### src/rtl/l2_write_buffer.sv
// l2_write_buffer: eviction write buffer between the L2 pmem port and
// physical memory. Dirty-line writebacks are absorbed into a small circular
// FIFO and acknowledged quickly. Buffered lines drain to pmem whenever the
// upstream port is idle. Writes to a line that is already buffered coalesce
// in place, so at most one entry ever matches a given address.
//
// Optional feature, selected by the macro WB_FORWARD_EN:
//   defined   - a read that hits the buffer is answered from the buffer.
//   undefined - a read that hits the buffer forces drains until no entry
//               matches, then reads the freshly written line from pmem.
//
// Handshake: upstream mem_read/mem_write are held until a one-cycle mem_resp
// pulse; downstream pmem_read/pmem_write are held (with stable address and
// data) until a one-cycle pmem_resp pulse. pmem_read and pmem_write are
// never both high.
module l2_write_buffer #(
  parameter int DEPTH  = 4,
  parameter int ADDR_W = 16,
  parameter int LINE_W = 128
) (
  input  logic              clk,
  input  logic              reset_n,
  input  logic              mem_read,
  input  logic              mem_write,
  input  logic [ADDR_W-1:0] mem_address,
  input  logic [LINE_W-1:0] mem_wdata,
  output logic              mem_resp,
  output logic [LINE_W-1:0] mem_rdata,
  output logic              pmem_read,
  output logic              pmem_write,
  output logic [ADDR_W-1:0] pmem_address,
  output logic [LINE_W-1:0] pmem_wdata,
  input  logic              pmem_resp,
  input  logic [LINE_W-1:0] pmem_rdata,
  output logic              wb_empty,
  output logic              wb_full
);

  localparam int PW = $clog2(DEPTH);
  localparam logic [PW:0] FULL_CNT = (PW + 1)'(DEPTH);

  localparam logic [1:0] S_IDLE  = 2'd0;
  localparam logic [1:0] S_ACK   = 2'd1;
  localparam logic [1:0] S_PREAD = 2'd2;
  localparam logic [1:0] S_DRAIN = 2'd3;

  logic [1:0]        state_q, state_d;
  logic [PW-1:0]     head_q, head_d, tail_q, tail_d;
  logic [PW:0]       count_q, count_d;
  logic [DEPTH-1:0]  valid_q;
  logic [ADDR_W-1:0] addr_q [DEPTH];
  logic [LINE_W-1:0] data_q [DEPTH];

  logic              mem_resp_q, mem_resp_d;
  logic [LINE_W-1:0] mem_rdata_q, mem_rdata_d;
  logic              pmem_read_q, pmem_read_d;
  logic              pmem_write_q, pmem_write_d;
  logic [ADDR_W-1:0] pmem_address_q, pmem_address_d;
  logic [LINE_W-1:0] pmem_wdata_q, pmem_wdata_d;

  logic              hit;
  logic [PW-1:0]     hit_idx;
  logic              ent_we;
  logic              ent_alloc;
  logic [PW-1:0]     ent_idx;
  logic              drain_done;
  logic              full;

  assign full     = (count_q == FULL_CNT);
  assign wb_full  = full;
  assign wb_empty = (count_q == '0);

  assign mem_resp     = mem_resp_q;
  assign mem_rdata    = mem_rdata_q;
  assign pmem_read    = pmem_read_q;
  assign pmem_write   = pmem_write_q;
  assign pmem_address = pmem_address_q;
  assign pmem_wdata   = pmem_wdata_q;

  // Address lookup against every valid entry; coalescing keeps matches unique.
  always_comb begin
    hit     = 1'b0;
    hit_idx = '0;
    for (int i = 0; i < DEPTH; i++) begin
      if (valid_q[i] && (addr_q[i] == mem_address)) begin
        hit     = 1'b1;
        hit_idx = PW'(i);
      end
    end
  end

  // Next-state logic for the request FSM, FIFO pointers and registered outputs.
  always_comb begin
    state_d        = state_q;
    head_d         = head_q;
    tail_d         = tail_q;
    count_d        = count_q;
    mem_resp_d     = 1'b0;
    mem_rdata_d    = mem_rdata_q;
    pmem_read_d    = pmem_read_q;
    pmem_write_d   = pmem_write_q;
    pmem_address_d = pmem_address_q;
    pmem_wdata_d   = pmem_wdata_q;
    ent_we         = 1'b0;
    ent_alloc      = 1'b0;
    ent_idx        = tail_q;
    drain_done     = 1'b0;
    case (state_q)
      S_IDLE: begin
        if (mem_write) begin
          // Simultaneous read+write is treated as a write.
          if (hit) begin
            ent_we     = 1'b1;
            ent_idx    = hit_idx;
            mem_resp_d = 1'b1;
            state_d    = S_ACK;
          end else if (!full) begin
            ent_we     = 1'b1;
            ent_alloc  = 1'b1;
            ent_idx    = tail_q;
            tail_d     = tail_q + 1'b1;
            count_d    = count_q + 1'b1;
            mem_resp_d = 1'b1;
            state_d    = S_ACK;
          end else begin
            // Full: make room, then come back and accept the write.
            state_d        = S_DRAIN;
            pmem_write_d   = 1'b1;
            pmem_address_d = addr_q[head_q];
            pmem_wdata_d   = data_q[head_q];
          end
        end else if (mem_read) begin
          if (hit) begin
`ifdef WB_FORWARD_EN
            mem_rdata_d = data_q[hit_idx];
            mem_resp_d  = 1'b1;
            state_d     = S_ACK;
`else
            // Keep draining until the line is no longer buffered so the
            // pmem read sees the newest data.
            state_d        = S_DRAIN;
            pmem_write_d   = 1'b1;
            pmem_address_d = addr_q[head_q];
            pmem_wdata_d   = data_q[head_q];
`endif
          end else begin
            state_d        = S_PREAD;
            pmem_read_d    = 1'b1;
            pmem_address_d = mem_address;
          end
        end else if (count_q != '0) begin
          state_d        = S_DRAIN;
          pmem_write_d   = 1'b1;
          pmem_address_d = addr_q[head_q];
          pmem_wdata_d   = data_q[head_q];
        end
      end
      S_ACK: begin
        // L2 drops its request after resp, so nothing is sampled here.
        state_d = S_IDLE;
      end
      S_PREAD: begin
        if (pmem_resp) begin
          mem_rdata_d = pmem_rdata;
          pmem_read_d = 1'b0;
          mem_resp_d  = 1'b1;
          state_d     = S_ACK;
        end
      end
      S_DRAIN: begin
        if (pmem_resp) begin
          pmem_write_d = 1'b0;
          drain_done   = 1'b1;
          head_d       = head_q + 1'b1;
          count_d      = count_q - 1'b1;
          state_d      = S_IDLE;
        end
      end
      default: state_d = S_IDLE;
    endcase
  end

  // Control state, pointers and registered outputs; reset abandons any transfer.
  always_ff @(posedge clk or negedge reset_n) begin
    if (!reset_n) begin
      state_q        <= S_IDLE;
      head_q         <= '0;
      tail_q         <= '0;
      count_q        <= '0;
      mem_resp_q     <= 1'b0;
      mem_rdata_q    <= '0;
      pmem_read_q    <= 1'b0;
      pmem_write_q   <= 1'b0;
      pmem_address_q <= '0;
      pmem_wdata_q   <= '0;
    end else begin
      state_q        <= state_d;
      head_q         <= head_d;
      tail_q         <= tail_d;
      count_q        <= count_d;
      mem_resp_q     <= mem_resp_d;
      mem_rdata_q    <= mem_rdata_d;
      pmem_read_q    <= pmem_read_d;
      pmem_write_q   <= pmem_write_d;
      pmem_address_q <= pmem_address_d;
      pmem_wdata_q   <= pmem_wdata_d;
    end
  end

  // Entry valid bits: set on allocation at tail, cleared when head drains.
  always_ff @(posedge clk or negedge reset_n) begin
    if (!reset_n) begin
      valid_q <= '0;
    end else begin
      if (drain_done) valid_q[head_q] <= 1'b0;
      if (ent_alloc)  valid_q[tail_q] <= 1'b1;
    end
  end

  // Entry payload; only meaningful while the matching valid bit is set.
  always_ff @(posedge clk) begin
    if (ent_we) begin
      addr_q[ent_idx] <= mem_address;
      data_q[ent_idx] <= mem_wdata;
    end
  end

endmodule
### config.mk
export PLATFORM = sky130hd
export DESIGN_NAME = l2_write_buffer
export DESIGN_NICKNAME = d
export VERILOG_FILES = /design/src/rtl/l2_write_buffer.sv
export SDC_FILE = /design/constraint.sdc
export NUM_CORES = 1
export LEC_CHECK = 0
export CORE_MARGIN = 2
export CORE_UTILIZATION = 39
export DETAILED_ROUTE_END_ITERATION = 10
export PLACE_DENSITY = 0.73
export SYNTH_ARGS = -nofsm -noshare
export SYNTH_HDL_FRONTEND = slang
export SYNTH_SLANG_ARGS = --single-unit
### constraint.sdc
create_clock -name clk -period 14.3 [get_ports clk]
set_input_delay 2.145 -clock clk [delete_from_list [all_inputs] [get_ports clk]]
set_output_delay 2.145 -clock clk [all_outputs]
set_load 0.02 [all_outputs]
==> results_dict.tcl <==
set metrics [dict create \
    grt_max_degree 135 \
    syn2layout_area_growth_pct 29.1 \
    synthArstFlopShare_pct 33.3 \
    worstMarginPinSlew_ps 1090 \
    yosys_most_used_dff "sky130_fd_sc_hd__edfxtp_1" \
    ys.warnings.count 0 \
    unrepaired_setup_endpoints_after_global_routing "false" \
    clk_latency_ps 650 \
    power_report.internal_total_uw 6400 \
    area_after_detailed_placement_um2 40000 \
    overall_power_of_the_completed_layout_uw 9240 \
    design_area_um2 43000 \
    holdWs_ps 496 \
    min-delay-start "pmem_address[5]$_DFFE_PN0P_" \
    timing.hold.worst.class "reg -> reg" \
    drive_gt1_share_pct 25.5 \
    run_status "completed" \
    power.share.sequential_pct 39.9 \
    cp_max_fo 47 \
    r2r_slack_ps 9800 \
    rr_startpoint "addr_q[0][1]$_DFFE_PP_" \
    cpMostUsedCell "sky130_fd_sc_hd__buf_4" \
    globalRouteMet3Util_pct 5.30 \
    synth_cells 1566 \
    track_usage_pct 17.6 \
    setup-violations-final 0 \
    grt_pass1_wl_um 115000 \
    startpoint_to_endpoint_class_of_the_critical_path "in -> reg" \
    tritoncts "done" \
    root_buffer_master "sky130_fd_sc_hd__clkbuf_16" \
    cts-root-to-sink-buffers 3 \
    timing.final.crit_share_pct 44.5 \
    longest_individual_stage_delay_on_the_worst_path_ps 950 \
    final_cells 3379 \
    detailedRoute.firstIterationViolations 930 \
    worstPathArrival_ps 6870 \
    min_path_cells 1 \
    dr.pass1.iters 5 \
    hold_end "pmem_address[5]$_DFFE_PN0P_" \
    power.ir.vdd_worst_v 0.000141 \
    pwr-share-comb_pct 35.3 \
    critical_path.top_delay_family "buffers and inverters" \
    grt_antenna_before_repair 22 \
    max_cap_violations 0 \
    cts_resized 0 \
    timing_hold_violations_final 0 \
    reg2reg_to "pmem_wdata[29]$_DFFE_PN0P_" \
    clock.fmax_ghz 0.157 \
    power.clock.fraction_pct 24.8 \
    numClockSinks 864 \
    final.setup.tns_ps 0 \
    cts.hold.buffers_added 0 \
    vias 16800 \
    crit_path_cell_trace "clkdlybuf4s50_1, xnor2_1, nand4_1, nor4_1, a32o_2, or4_1, nand4_4, buf_4, buf_4, mux2_4" \
    rows 107 \
    synth.distinct_cells 45 \
    power-per-cell-area_nw_per_um2 215 \
    cts-htree-levels 3 \
    core_region_area_um2 84900 \
    switchingPower_uw 2850 \
    gr-usage-met1_pct 20.6 \
    grt_overflow_total 0 \
    post-route-drc-count 0 \
    vias_in_the_first_global_route 18100 \
    grt_most_used_layer "met2" \
    cts.reportedPaths.clkPinSlew_ps 60 \
    timing.max_slew.rel_slack_pct 27.2 \
    die_area_um2 87700 \
    yosysSeqAreaShare_pct 73.7 \
    place.gp.congestion 0.864 \
    crit_buf_inv 3 \
    synth.net_count 1856 \
    buffer_ports.inserted 553 \
    antenna_left 0 \
    timing.critical_path.to_type "flop" \
    r2r_cells 9 \
    min_cycle_time_layout_ps 6360 \
    final_nets 2440 \
    numCtsBuffers 90 \
    via_per_inst 4.97 \
    chipHeight_um 296 \
    wl_per_cell_um 23.2 \
    ios 554 \
    switching_share_pct 30.8 \
    static_leakage_uw 0.0156 \
    synth_seq_cells 864 \
    dpl.cell_count 3201 \
    synth_enable_flop_cells 576 \
    crit_path_start_kind "input port" \
    die_width_um 296 \
    finalWirelength_um 78400 \
    initial_core_util_pct 39.2 \
    mean_cell_area_of_the_mapped_netlist_um2 21.2 \
    dpl.hpwl_um 50800 \
    critPathSlowestCell "sky130_fd_sc_hd__or4_1" \
    final_skew_ps 61.4 \
    data_required_time_of_the_critical_path_ps 14810 \
    groute.layer.met2.usage_pct 30.4 \
    syn_area_um2 33300 \
    final_max_slew_viol_count 0 \
    post-cts-setup-buffers 0 \
]
==> worst register-to-register path: cells and delay by family (launching register included) <==
kind,cells,cell delay (ps)
and+or+nand+nor,4,1440
AOI/OAI and AO/OA,1,310
buffers and inverters,2,1610
DFF,1,430
muxes,1,400
xor gates and xnor gates,1,170
==> Yosys cell counts (2+ instances only) <==
master / n / share of area (%)
sky130_fd_sc_hd__ha_1: 12 / 0.45
sky130_fd_sc_hd__mux2_4: 120 / 5.4
sky130_fd_sc_hd__nand2_1: 12 / 0.14
sky130_fd_sc_hd__a21oi_1: 5 / 0.075
sky130_fd_sc_hd__nor3_1: 5 / 0.075
sky130_fd_sc_hd__edfxtp_1: 576 / 52
sky130_fd_sc_hd__nand4_1: 8 / 0.15
sky130_fd_sc_hd__mux4_2: 144 / 9.7
sky130_fd_sc_hd__a21o_1: 2 / 0.045
sky130_fd_sc_hd__nor4_1: 9 / 0.17
sky130_fd_sc_hd__a22o_1: 4 / 0.11
sky130_fd_sc_hd__nand3_1: 9 / 0.14
sky130_fd_sc_hd__buf_6: 16 / 0.54
sky130_fd_sc_hd__inv_1: 13 / 0.15
sky130_fd_sc_hd__dfrtp_1: 288 / 22
sky130_fd_sc_hd__clkbuf_1: 48 / 0.54
sky130_fd_sc_hd__mux2_1: 27 / 0.91
sky130_fd_sc_hd__and2_1: 2 / 0.038
sky130_fd_sc_hd__buf_2: 18 / 0.27
sky130_fd_sc_hd__xnor2_1: 38 / 1.0
sky130_fd_sc_hd__nor2_1: 9 / 0.10
sky130_fd_sc_hd__o31ai_1: 2 / 0.045
sky130_fd_sc_hd__mux2_2: 143 / 4.8
sky130_fd_sc_hd__xor2_1: 30 / 0.79
sky130_fd_sc_hd__o21ai_0: 6 / 0.090
==> through the flow <==
stage,setup WS [ps],util [%]
after detailed placement,7280,47.1
after CTS,7980,50.6
after global routing,7770,50.6
final,7940,50.6
after global placement,7390,47.1
after floorplan,4190,-
==> registers in the layout (all words and copies together) (netlist names) <==
register and flops:
pmem_address 16, pmem_write 1, state_q 2, mem_resp 1
mem_rdata 128, pmem_read 1, addr_q 64, count_q 3
tail_q 2, valid_q 4, pmem_wdata 128, data_q 512
head_q 2
==> cells in the final DEF, fill, tap and decap left out, types with 6 or more instances in the layout <==
| cell type | instances |
|---|---|
| sky130_fd_sc_hd__edfxtp_1 | 576 |
| sky130_fd_sc_hd__clkdlybuf4s50_1 | 552 |
| sky130_fd_sc_hd__dfrtp_1 | 286 |
| sky130_fd_sc_hd__mux4_2 | 144 |
| sky130_fd_sc_hd__mux2_2 | 143 |
| sky130_fd_sc_hd__mux2_4 | 120 |
| sky130_fd_sc_hd__clkbuf_16 | 90 |
| sky130_fd_sc_hd__clkbuf_1 | 40 |
| sky130_fd_sc_hd__xnor2_1 | 38 |
| sky130_fd_sc_hd__xor2_1 | 30 |
| sky130_fd_sc_hd__mux2_1 | 27 |
| sky130_fd_sc_hd__buf_4 | 20 |
| sky130_fd_sc_hd__inv_1 | 13 |
| sky130_fd_sc_hd__ha_1 | 12 |
| sky130_fd_sc_hd__nand2_1 | 11 |
| sky130_fd_sc_hd__diode_2 | 10 |
| sky130_fd_sc_hd__clkbuf_8 | 10 |
| sky130_fd_sc_hd__nand3_1 | 9 |
| sky130_fd_sc_hd__nor4_1 | 9 |
| sky130_fd_sc_hd__clkinv_2 | 9 |
| sky130_fd_sc_hd__nand4_1 | 8 |
| sky130_fd_sc_hd__o21ai_0 | 6 |
==> cells by family after synthesis <==
kind of cell | share of synthesized area (%)
xor+xnor | 1.79
buf+inv | 1.51
simple gates | 0.963
flops | 73.7
mux | 20.9
compound gates | 0.617
fa+ha+maj | 0.511
==> cell type report <==
type | instances | area [um^2]
Antenna cell | 10 | 25.0
Clock buffer | 140 | 2540
Clock inverter | 27 | 385
Fill cell | 6868 | 41900
Inverter | 13 | 48.8
Multi-Input combinational cell | 606 | 8310
Sequential cell | 864 | 24500
Tap cell | 1144 | 1430
Timing Repair Buffer | 575 | 5720
==> metal layers <==
layer | part of all wire (%) | vias to the layer above
li1 | - | 7330
met1 | 38 | 8712
met2 | 51 | 572
met3 | 8.0 | 146
met4 | 3.2 | 18
met5 | 0.15 | -
==> power groups by stage <==
stage | clock, uW | sequential (uW) | combinational [uW]
floorplan | 0 | 4140 | 1510
CTS | 2350 | 3700 | 3320
global placement | 0 | 3710 | 3260
finish | 2290 | 3690 | 3270
global route | 2440 | 3760 | 3470
detailed placement | 0 | 3730 | 3310
==> worst max path at each step <==
stage	startpoint	end	cells after the start
finish	mem_address[1]	pmem_wdata[29]$_DFFE_PN0P_	10
global route	mem_address[1]	pmem_wdata[29]$_DFFE_PN0P_	10
CTS	mem_address[1]	pmem_wdata[117]$_DFFE_PN0P_	10
detailed placement	mem_address[1]	pmem_wdata[83]$_DFFE_PN0P_	10
global placement	mem_address[15]	pmem_wdata[79]$_DFFE_PN0P_	10
floorplan	mem_address[3]	addr_q[0][0]$_DFFE_PP_	8
No activity file was read; power rests on OpenSTA's default activity.
